===== config.mk =====
export PLATFORM = sky130hd
export DESIGN_NAME = mem_responder
export DESIGN_NICKNAME = d
export VERILOG_FILES = /design/src/rtl/mem_responder.sv
export SDC_FILE = /design/constraint.sdc
export NUM_CORES = 1
export LEC_CHECK = 0
export CAP_MARGIN = 20
export CORE_ASPECT_RATIO = 1.2
export CORE_MARGIN = 1.5
export CORE_UTILIZATION = 35
export DETAILED_ROUTE_END_ITERATION = 10
export PLACE_DENSITY_LB_ADDON = 0.2
export SYNTH_ARGS = -nofsm -noshare
export SYNTH_HDL_FRONTEND = slang
export SYNTH_SLANG_ARGS = --single-unit

===== constraint.sdc =====
create_clock -name clock -period 3 [get_ports clock]
set_input_delay 0.6 -clock clock [delete_from_list [all_inputs] [get_ports clock]]
set_output_delay 0.6 -clock clock [all_outputs]
set_load 0.05 [all_outputs]

===== src/rtl/mem_responder.sv =====
// -----------------------------------------------------------------------------
// mem_responder
//   Memory-side responder for the accumulator CPU bus. Answers rd/wr strobes
//   with registered read data and a write acknowledge. Program/data words live
//   in an internal 2^ADDR_W x DATA_W array that a side-band preload port can
//   fill while the CPU is idle. Optional read wait states (WAIT_CYCLES).
//
//   Optional feature macro: MEM_RESP_PARITY_EN
//     defined   : each word carries an even-parity bit; perr pulses on a
//                 parity mismatch, aligned with the new rdata.
//     undefined : no parity storage, perr tied to 0.
//
// Ports
//   clock        in   rising-edge clock
//   reset        in   asynchronous active-low reset
//   rd / wr      in   read / write strobes from the controller
//   addr         in   word address for the CPU access
//   wdata        in   CPU write data
//   pl_en        in   preload write enable (honoured only in IDLE, no strobe)
//   pl_addr      in   preload address
//   pl_data      in   preload data
//   rdata        out  registered read data
//   rdata_valid  out  rdata holds mem[addr] for the current read
//   busy         out  read wait states in progress
//   wr_ack       out  one-cycle pulse after a CPU write commits
//   err          out  one-cycle pulse on a protocol violation
//   perr         out  one-cycle pulse on a read parity mismatch
// -----------------------------------------------------------------------------
module mem_responder #(
  parameter int ADDR_W      = 5,
  parameter int DATA_W      = 8,
  parameter int WAIT_CYCLES = 0
) (
  input  logic              clock,
  input  logic              reset,
  input  logic              rd,
  input  logic              wr,
  input  logic [ADDR_W-1:0] addr,
  input  logic [DATA_W-1:0] wdata,
  input  logic              pl_en,
  input  logic [ADDR_W-1:0] pl_addr,
  input  logic [DATA_W-1:0] pl_data,
  output logic [DATA_W-1:0] rdata,
  output logic              rdata_valid,
  output logic              busy,
  output logic              wr_ack,
  output logic              err,
  output logic              perr
);

  localparam int DEPTH = 1 << ADDR_W;
`ifdef MEM_RESP_PARITY_EN
  localparam int MEM_W = DATA_W + 1;
`else
  localparam int MEM_W = DATA_W;
`endif
  // Counter preload; the WAIT state itself accounts for one cycle.
  localparam logic [3:0] WAIT_LOAD = (WAIT_CYCLES > 0) ? 4'(WAIT_CYCLES - 1) : 4'd0;

  typedef enum logic [1:0] {S_IDLE, S_WAIT, S_RDATA, S_WACK} state_e;

  state_e            state_q, state_d;
  logic [3:0]        cnt_q, cnt_d;
  logic [DATA_W-1:0] rdata_q, rdata_d;
  logic              rdata_valid_q, rdata_valid_d;
  logic              busy_q, busy_d;
  logic              wr_ack_q, wr_ack_d;
  logic              err_q, err_d;
  logic [MEM_W-1:0]  mem_q [DEPTH];

  logic              capture;
  logic              mem_we;
  logic [ADDR_W-1:0] mem_waddr;
  logic [DATA_W-1:0] wdata_sel;
  logic [MEM_W-1:0]  mem_wdata;
  logic [MEM_W-1:0]  rd_word;

  assign rd_word = mem_q[addr];

`ifdef MEM_RESP_PARITY_EN
  assign mem_wdata = {^wdata_sel, wdata_sel};
`else
  assign mem_wdata = wdata_sel;
`endif

  always_comb begin
    // NOTE: every signal gets a default first so no path can infer a latch.
    state_d   = state_q;
    cnt_d     = cnt_q;
    rdata_d   = rdata_q;
    wr_ack_d  = 1'b0;
    err_d     = 1'b0;
    capture   = 1'b0;
    mem_we    = 1'b0;
    mem_waddr = addr;
    wdata_sel = wdata;

    if (rd && wr) begin
      // Conflicting strobes win over everything: no write, back to IDLE.
      err_d   = 1'b1;
      state_d = S_IDLE;
    end else begin
      unique case (state_q)
        S_IDLE: begin
          if (wr) begin
            mem_we   = 1'b1;
            wr_ack_d = 1'b1;
            state_d  = S_WACK;
          end else if (rd) begin
            if (WAIT_CYCLES == 0) begin
              capture = 1'b1;
              state_d = S_RDATA;
            end else begin
              cnt_d   = WAIT_LOAD;
              state_d = S_WAIT;
            end
          end else if (pl_en) begin
            mem_we    = 1'b1;
            mem_waddr = pl_addr;
            wdata_sel = pl_data;
          end
        end
        S_WAIT: begin
          if (wr) begin
            err_d   = 1'b1;
            state_d = S_IDLE;
          end else if (!rd) begin
            state_d = S_IDLE;
          end else if (cnt_q == 4'd0) begin
            capture = 1'b1;
            state_d = S_RDATA;
          end else begin
            cnt_d = cnt_q - 4'd1;
          end
        end
        S_RDATA: begin
          if (wr) begin
            err_d   = 1'b1;
            state_d = S_IDLE;
          end else if (!rd) begin
            state_d = S_IDLE;
          end else begin
            // Re-read every cycle so an address change shows one cycle later.
            capture = 1'b1;
          end
        end
        S_WACK: begin
          // Held wr does not write again; wait for it to drop.
          if (!wr) state_d = S_IDLE;
        end
        default: state_d = S_IDLE;
      endcase
    end

    // Preload is only legal in IDLE with no strobe; otherwise it is dropped.
    if (pl_en && ((state_q != S_IDLE) || rd || wr)) err_d = 1'b1;

    if (capture) rdata_d = rd_word[DATA_W-1:0];

    rdata_valid_d = (state_d == S_RDATA);
    busy_d        = (state_d == S_WAIT);
  end

  always_ff @(posedge clock or negedge reset) begin
    if (!reset) begin
      state_q       <= S_IDLE;
      cnt_q         <= '0;
      rdata_q       <= '0;
      rdata_valid_q <= 1'b0;
      busy_q        <= 1'b0;
      wr_ack_q      <= 1'b0;
      err_q         <= 1'b0;
      // NOTE: the array is cleared on reset because every word must read as 0
      // afterwards; this keeps it in flops rather than a RAM macro.
      for (int i = 0; i < DEPTH; i++) mem_q[i] <= '0;
    end else begin
      // NOTE: non-blocking assignments so all state updates see pre-edge values.
      state_q       <= state_d;
      cnt_q         <= cnt_d;
      rdata_q       <= rdata_d;
      rdata_valid_q <= rdata_valid_d;
      busy_q        <= busy_d;
      wr_ack_q      <= wr_ack_d;
      err_q         <= err_d;
      if (mem_we) mem_q[mem_waddr] <= mem_wdata;
    end
  end

`ifdef MEM_RESP_PARITY_EN
  logic perr_q, perr_d;

  // Even parity: data bits plus stored parity bit must XOR to 0.
  always_comb begin
    perr_d = capture & (^rd_word);
  end

  always_ff @(posedge clock or negedge reset) begin
    if (!reset) perr_q <= 1'b0;
    else        perr_q <= perr_d;
  end

  assign perr = perr_q;
`else
  assign perr = 1'b0;
`endif

  assign rdata       = rdata_q;
  assign rdata_valid = rdata_valid_q;
  assign busy        = busy_q;
  assign wr_ack      = wr_ack_q;
  assign err         = err_q;

endmodule


Yosys cells after proc, flatten, opt, wreduce, memory -nomap -nowiden --
Cells that the tools add are included.
Word-level totals: flip-flop bits (word level) 274, input port bits 31, word-level logic and storage cells 108
Cells by class: add/sub/neg operators 1, $lt $le $gt $ge 3, eq/ne operators 5, multiplexer cells 44, bitwise gates (word level) 5, reduce and logical (&&, ||, !) cells 11
Operators by type and width (number):
- 256-bit bitwise mux | 1
- 8-bit 2-to-1 mux | 8
- 8-bit binary-select mux with 5-bit select | 1
- 8-bit demux with 5-bit select | 1
- 5-bit 2-to-1 mux | 5
- 2-bit 2-to-1 mux | 9
- 1-bit 2-to-1 mux | 17
- 6-bit >= comparator, second input constant | 2
- 5-bit NOT with 6-bit output | 2
- 2-bit case mux with 4 select lines | 1
- 2-bit == test, second input constant | 3
- 6-bit by 1-bit less-than comparator with 1-bit output, second input constant | 1
- 5-bit AND reduction | 1
- 2-bit by 1-bit == test with 1-bit output, second input constant | 2
- 4-bit zero test | 1
- 2-bit OR reduction | 2
- 4-bit by 1-bit subtractor with 4-bit output, second input constant | 1
- 1-bit logical AND | 3
- 1-bit NOT | 3
- 2-bit zero test | 1
- 1-bit logical OR | 2
- 1-bit case mux with 2 select lines | 1
- 2-bit nonzero test | 1

Logic depth before layout (Yosys ltp) --
Gate-level depths: netlist of the first run.
word-level depth 11, gate-level depth with buffers 11, depth with buffers taken out 7

Worst setup path after synthesis of the first run --
OpenSTA, ideal clock, no wires.
kind input to register, start point input port addr[1], end point register rdata_q[5], in the netlist rdata[5], library setup time 0.137 ns, arrival 2.101 ns, data required time 2.863 ns, slack 0.762 ns, stages on the path 7, path buffers 2, path through buf_4 > clkbuf_1 > mux4_1 > mux4_2 > nor2b_1 > a31oi_1 > a21oi_1
On the way: word-level cells in the longest chain between the ends 4
Ends and longest elaborated chain:
- from (decl) | RTL line 38 | input logic [ADDR_W-1:0] addr,
- 5-bit NOT with 6-bit output (implied by the code) | RTL line 78 | assign rd_word = mem_q[addr];
- 8-bit binary-select mux with 5-bit select | RTL line 78
- 8-bit 2-to-1 mux (implied by the code) (2 in a row) | RTL line 78
- to (signal assigned) | RTL line 180 | rdata_q <= rdata_d;
- to (decl) | RTL line 64 | logic [DATA_W-1:0] rdata_q, rdata_d;
Every way passes these cells. The select of a mux whose other input is x is not followed. A chain may end at the register's enable or synchronous reset.

Final worst setup path of the first run --
start point register state_q[0], end point register mem_q[79] in the netlist's numbering
On the way: word-level cells in the longest chain between the ends 9, elaborated cells on any way between the ends 14, classes of those cells order compare: 2; mux: 9; bitwise: 1; reduce/logical: 2
Ends and longest elaborated chain:
- from (decl) | RTL line 62 | state_e state_q, state_d;
- from (signal assigned) | RTL line 178 | state_q <= state_d;
- 2-bit zero test (*) | RTL line 103 | unique case (state_q)
- 5-bit 2-to-1 mux | RTL line 103
- 5-bit 2-to-1 mux | RTL line 98 | if (rd && wr) begin
- 5-bit NOT with 6-bit output (implied by the code) | RTL line 185 | if (mem_we) mem_q[mem_waddr] <= mem_wdata;
- 6-bit >= comparator (implied by the code) or 6-bit by 1-bit less-than comparator with 1-bit output (tied branches) | RTL line 185
- 1-bit logical AND (implied by the code) | RTL line 185
- 8-bit 2-to-1 mux (implied by the code) | RTL line 185
- 8-bit demux with 5-bit select | RTL line 185
- 256-bit bitwise mux | RTL line 185
- to (signal, indexed assignment) | RTL line 185
- to (decl) | RTL line 69 | logic [MEM_W-1:0] mem_q [DEPTH];
Every way passes the cells marked *; elsewhere a longest branch is shown, timed or not.

==> results.json, run 1 <==
{
  "drive_above_1_share_pct": 17.8,
  "ios": 44,
  "final_area_um2": 15500,
  "worstSetupEndpointType": "register",
  "final_util_pct": 41.9,
  "ys_warn_count": 0,
  "grt_max_degree": 77,
  "post-place-ws_ns": 0.180,
  "routed_via_density": 5.20,
  "drt_first_pass_iters": 7,
  "first_global_vias": 9450,
  "overflow": 0,
  "register_area_um2": 6860,
  "synth_cell_types": 53,
  "cts_buffers": 30,
  "start_util_pct": 35.6,
  "grtUsageTotal_pct": 18.6,
  "setup_tns_ns": 0,
  "antenna_found_initial": 3,
  "synth-edff-count": 0,
  "cts_tree": "done",
  "crit_fanout": 16,
  "avgSynthCellArea_um2": 10.9,
  "root_buffer": "clkbuf_16",
  "syn_nets": 1249,
  "port_buffers": 42,
  "synthCells": 1211,
  "final-setup-viol-count": 0,
  "grt_pass1_wl_um": 56000,
  "p_leak_nw": 6.62,
  "cp-start-kind": "register",
  "die_w_um": 180,
  "p_per_area_nw_per_um2": 790,
  "core_um2": 37000,
  "cp_top_family": "simple AND/OR/NAND/NOR gates",
  "clock.fmax_mhz": 418,
  "ys_ff_latch": 274,
  "slowest_delay_ns": 0.45,
  "synth_largest_area_cell": "dfrtp_1",
  "status": "complete, no violations",
  "netlist_area_um2": 13200,
  "drv_slew": 0,
  "ys.flop_type": "dfrtp_1",
  "dp_hpwl_um": 23300,
  "placed_cell_area_um2": 14600,
  "multiInputGateArea_um2": 5760,
  "yosysTopAreaCellShare_pct": 52.0,
  "clk_pin_slew_ns": 0.06,
  "fin_crit_sh_pct": 79.8,
  "clk_latency_ns": 0.56,
  "hold_class": "in -> async",
  "cts.htree.levels": 1,
  "postCtsResizedCells": 0,
  "drc": 0,
  "wirelength_um": 34900,
  "grt_setup_unrepaired": "false",
  "crit_slowest_cell": "dfrtp_1",
  "gp_congestion": 0.787,
  "maxCapViolations": 0,
  "async_reset_ff_share_pct": 100,
  "critical_path_arrival_ns": 2.87,
  "dr_total_vias": 9134,
  "wl_per_cell_um": 19.9,
  "path_buf_inv": 3,
  "clock_path_buffers": 3,
  "postCtsHoldBufs": 0,
  "post-cts-setup-buffers": 0,
  "die_area_um2": 38800,
  "setup_ws_ns": 0.605,
  "syn2layout_area_growth_pct": 17.8,
  "cts.sinks": 274,
  "power_mw": 12.3,
  "finalHoldViolations": 0,
  "drtAntennaViolNets": 0,
  "fp-row-count": 77,
  "ir_drop_uv": 364,
  "die_h_um": 216,
  "netlist_top_cells_count": "dfrtp_1, nor2_1, a21oi_1, nand2_1, o21ai_0",
  "yosysMostFrequentCell": "dfrtp_1",
  "critPathKind": "reg -> reg",
  "cp.required_ns": 3.48,
  "fin_skew_ns": 0.0118,
  "relSlewSlack_pct": 57.8,
  "cpMostUsedCell": "buf_12",
  "worstPathCellList": "inv_1 > ha_1 > and4bb_2 > buf_12 > nand4_1 > a21oi_4 > buf_12 > nor2_1 > a21oi_1",
  "ys_seq_area_share_pct": 52.0,
  "fillers": 3589,
  "worstMarginPinSlew_ns": 0.633,
  "fin_crit_ns": 2.39,
  "yosys-top-cells-area": "dfrtp_1, mux4_2, a21oi_1",
  "layout.nets": 1299,
  "drt_iter0_drc": 430
}
==> layout by cell type (no fill, tap or decap), types with 20 or more instances in the layout <==
| cell | count |
|---|---|
| clkbuf_16 | 31 |
| o21ai_0 | 87 |
| nand2_1 | 97 |
| mux4_2 | 39 |
| buf_4 | 39 |
| a21oi_2 | 30 |
| a21oi_1 | 151 |
| mux2i_1 | 34 |
| a21oi_4 | 20 |
| dfrtp_1 | 274 |
| buf_12 | 31 |
| nor2_1 | 199 |
| clkdlybuf4s50_1 | 39 |
==> per-stage QoR <==
step	hold WS, ns	cells
after floorplan	0.304	1211
after global placement	0.458	1703
after detailed placement	0.465	1703
after CTS	0.0428	1755
after global routing	0.0788	1755
final	0.0392	1756
==> worst register-to-register path, cell delays in order, from the launching register on <==
cell      delay, ns
dfrtp_1        0.45
inv_1          0.16
ha_1           0.25
and4bb_2       0.43
buf_12         0.21
nand4_1        0.26
a21oi_4        0.23
buf_12         0.15
nor2_1         0.05
a21oi_1        0.12
==> report_power, final <==
group	internal, mW	switching [mW]
registers	4.90	0.633
clock network	2.10	1.46
logic	1.47	1.69
total	8.46	3.79
==> worst paths after layout <==
| kind | startpoint | to | slack, ns | cells past startpoint |
|---|---|---|---|---|
| max in group asynchronous | reset | mem_q[28]$_DFFE_PN0P_ | 2.20 | 2 |
| worst max-delay path | state_q[0]$_DFF_PN0_ | mem_q[79]$_DFFE_PN0P_ | 0.61 | 9 |
| worst min-delay path | reset | mem_q[67]$_DFFE_PN0P_ | 0.04 | 1 |
| worst min register to register | mem_q[17]$_DFFE_PN0P_ | mem_q[17]$_DFFE_PN0P_ | 0.47 | 2 |
| min in group clock | mem_q[17]$_DFFE_PN0P_ | mem_q[17]$_DFFE_PN0P_ | 0.47 | 2 |
| worst max register to register | state_q[0]$_DFF_PN0_ | mem_q[79]$_DFFE_PN0P_ | 0.61 | 9 |
==> cells by family after synthesis <==
| family | after synthesis | synth area share, % |
|---|---|---|
| xor+xnor | 2 | 0.133 |
| compound gates | 345 | 16.9 |
| fa+ha+maj | 7 | 0.665 |
| buf+inv | 101 | 4.99 |
| simple gates | 382 | 12.7 |
| mux | 99 | 12.5 |
| flops | 274 | 52.0 |
| other cells | 1 | 0.0285 |
==> sequential cells by signal, summed over array words and instances (netlist names) <==
name / cells
cnt_q: 4
wr_ack: 1
busy: 1
rdata: 8
err: 1
rdata_valid: 1
state_q: 2
mem_q: 256
==> layout make-up <==
class / instances / share of cell area [%]
diodes: 1 / 0.0161
repair buffers: 110 / 8.50
inverters: 9 / 0.218
flip-flops and latches: 274 / 44.2
multi-input cells: 836 / 37.1
well taps: 474 / 3.82
clock inverters: 2 / 0.0806
clock buffers: 50 / 6.04
==> layer usage <==
| layer | vias up | GRT usage (%) | part of all wire, % |
|---|---|---|---|
| met5 | - | 0 | 0.052 |
| met4 | 4 | 5.29 | 2.3 |
| met3 | 53 | 2.48 | 3.2 |
| met2 | 126 | 33.2 | 51 |
| met1 | 4558 | 23.6 | 43 |
| li1 | 4393 | - | - |
No activity file was read; power rests on OpenSTA's default activity.
==> inputs of run 2 (changes only) <==
==> constraint.sdc (replaced) <==
create_clock -name clock -period 2.4 [get_ports clock]
set_input_delay 0.48 -clock clock [delete_from_list [all_inputs] [get_ports clock]]
set_output_delay 0.48 -clock clock [all_outputs]
set_load 0.05 [all_outputs]
==> run 2 against run 1 <==
The flow now finishes with violations (design-rule violations). Sequential share of layout area shrank 2.0 points. Largest cell class unchanged. Clock power is 40% higher. Non-clock buffer count is 51 higher. Critical path depth rose by 1. Highest routed layer is now met4.
==> results.json, run 2 (synthesis gave the netlist of run 1 again) <==
{
  "p_leak_nw": 7.01,
  "ios": 44,
  "setup_tns_ns": 0,
  "whs_ns": 0.424,
  "worstMarginPinSlew_ns": 0.512,
  "first_global_vias": 9583,
  "crit_slowest_cell": "or3_4",
  "fin_crit_sh_pct": 94.6,
  "fin_crit_ns": 2.27,
  "overflow": 0,
  "dr_total_vias": 9209,
  "cp_top_family": "buffers and inverters",
  "status": "finished with violations",
  "antenna_found_initial": 1,
  "grt_setup_unrepaired": "false",
  "seqPwrFrac_pct": 43.2,
  "gp_congestion": 0.836,
  "ir_drop_uv": 582,
  "path_depth": 10,
  "cpMostUsedCell": "buf_12",
  "cts_buffers": 30,
  "postCtsHoldBufs": 1,
  "port_buffers": 42,
  "critical_path_arrival_ns": 2.76,
  "finalHoldViolations": 0,
  "root_buffer": "clkbuf_16",
  "clock_path_buffers": 3,
  "r2r_end": "mem_q[119]$_DFFE_PN0P_",
  "start_util_pct": 35.6,
  "wirelength_um": 34900,
  "r2r.worst_path.cells": 10,
  "final_util_pct": 44.0,
  "grt_max_degree": 73,
  "fp-row-count": 77,
  "critPathKind": "reg -> reg",
  "slowest_delay_ns": 0.42,
  "cts.htree.levels": 1,
  "drv_slew": 0,
  "cp.required_ns": 2.89,
  "internal_power_mw": 11.1,
  "crit_fanout": 17,
  "final_common_cell": "dfrtp_1",
  "die_w_um": 180,
  "worstPathCellList": "inv_1 > ha_1 > nand4bb_1 > buf_12 > buf_4 > or3_4 > a21oi_4 > buf_12 > nor2_1 > a21oi_1",
  "drt_iter0_drc": 428,
  "maxCapViolations": 0,
  "p_per_area_nw_per_um2": 983,
  "routed_via_density": 5.09,
  "pwr-share-clk_pct": 31.1,
  "core_um2": 37000,
  "syn2layout_area_growth_pct": 23.5,
  "post-cts-setup-buffers": 0,
  "comb_power_share_pct": 25.7,
  "cts.sinks": 274,
  "r2r-start": "state_q[0]$_DFF_PN0_",
  "cts_tree": "done",
  "clk_latency_ns": 0.56,
  "grt_pass1_wl_um": 55900,
  "drt_first_pass_iters": 10,
  "die_area_um2": 38800,
  "post-place-ws_ns": -0.148,
  "clock.fmax_mhz": 441,
  "layout.nets": 1350,
  "final-setup-viol-count": 0,
  "dp_hpwl_um": 24600,
  "drc": 4,
  "wl_per_cell_um": 19.3,
  "path_buf_inv": 4,
  "largest_register_ffs": 256,
  "relSlewSlack_pct": 65.8,
  "hold_class": "in -> async",
  "grtUsageTotal_pct": 18.6,
  "setup_ws_ns": 0.131,
  "top_register": "mem_q",
  "switching_share_pct": 30.4,
  "cp-start-kind": "register",
  "clk_pin_slew_ns": 0.06,
  "drive_above_1_share_pct": 21.6,
  "violations": "design-rule violations",
  "final_cell_mix": "dfrtp_1, nor2_1, a21oi_1",
  "worstSetupEndpointType": "register",
  "p_switching_mw": 4.86,
  "drtAntennaViolNets": 0,
  "postCtsResizedCells": 0,
  "reg2reg_slack_ns": 0.13,
  "die_h_um": 216,
  "fin_skew_ns": 0.0125
}
==> run 2: changes by cell type in the layout (fill, tap and decap cells not counted), sizes merged <==
cell	change
clkinv	+4
dlygate4sd3	+1
clkinvlp	+1
bufinv	+4
clkbuf	-7
buf	+50
==> run 2: routing by layer <==
layer | up-vias | global-route usage [%] | part of all wire (%)
met5 | - | 0 | 0
met4 | 0 | 5.66 | 2.6
met3 | 52 | 2.46 | 3.3
met2 | 141 | 33.2 | 51
met1 | 4513 | 23.6 | 43
li1 | 4503 | - | -
==> run 2: worst max-delay path by stage <==
stage / start / slack, ns / end
after floorplan: addr[1] / 0.28 / rdata[5]$_DFFE_PN0P_
after global placement: pl_en / -0.09 / mem_q[97]$_DFFE_PN0P_
after detailed placement: addr[3] / -0.15 / mem_q[191]$_DFFE_PN0P_
after CTS: rdata[1]$_DFFE_PN0P_ / 0.1 / rdata[1]
after global routing: state_q[0]$_DFF_PN0_ / 0.02 / mem_q[98]$_DFFE_PN0P_
final: state_q[0]$_DFF_PN0_ / 0.13 / mem_q[119]$_DFFE_PN0P_
==> run 2: area by class of cell <==
type / count / area, um^2
diodes: 1 / 2.50
well taps: 474 / 593
clock buffers: 43 / 921
clock inverters: 11 / 160
inverters: 9 / 33.8
fillers: 3508 / 20700
multi-input cells: 836 / 5760
flip-flops and latches: 274 / 6860
repair buffers: 161 / 1940
==> run 2: power by group through the flow <==
stage | clock network, mW | logic (mW) | registers (mW)
4_1_cts | 5.11 | 4.18 | 6.92
3_3_place_gp | 0 | 4.08 | 6.94
6_report | 4.97 | 4.12 | 6.91
2_1_floorplan | 0 | 2.54 | 7.06
5_1_grt | 5.30 | 4.59 | 7.10
3_5_place_dp | 0 | 4.17 | 7.00
==> run 2: per-stage QoR <==
stage	area [um^2]	instances	power [mW]
global placement	15200	1753	11.0
detailed placement	15200	1753	11.2
global route	16300	1808	17.0
finish	16300	1809	16.0
CTS	16300	1808	16.2
floorplan	13200	1211	9.60
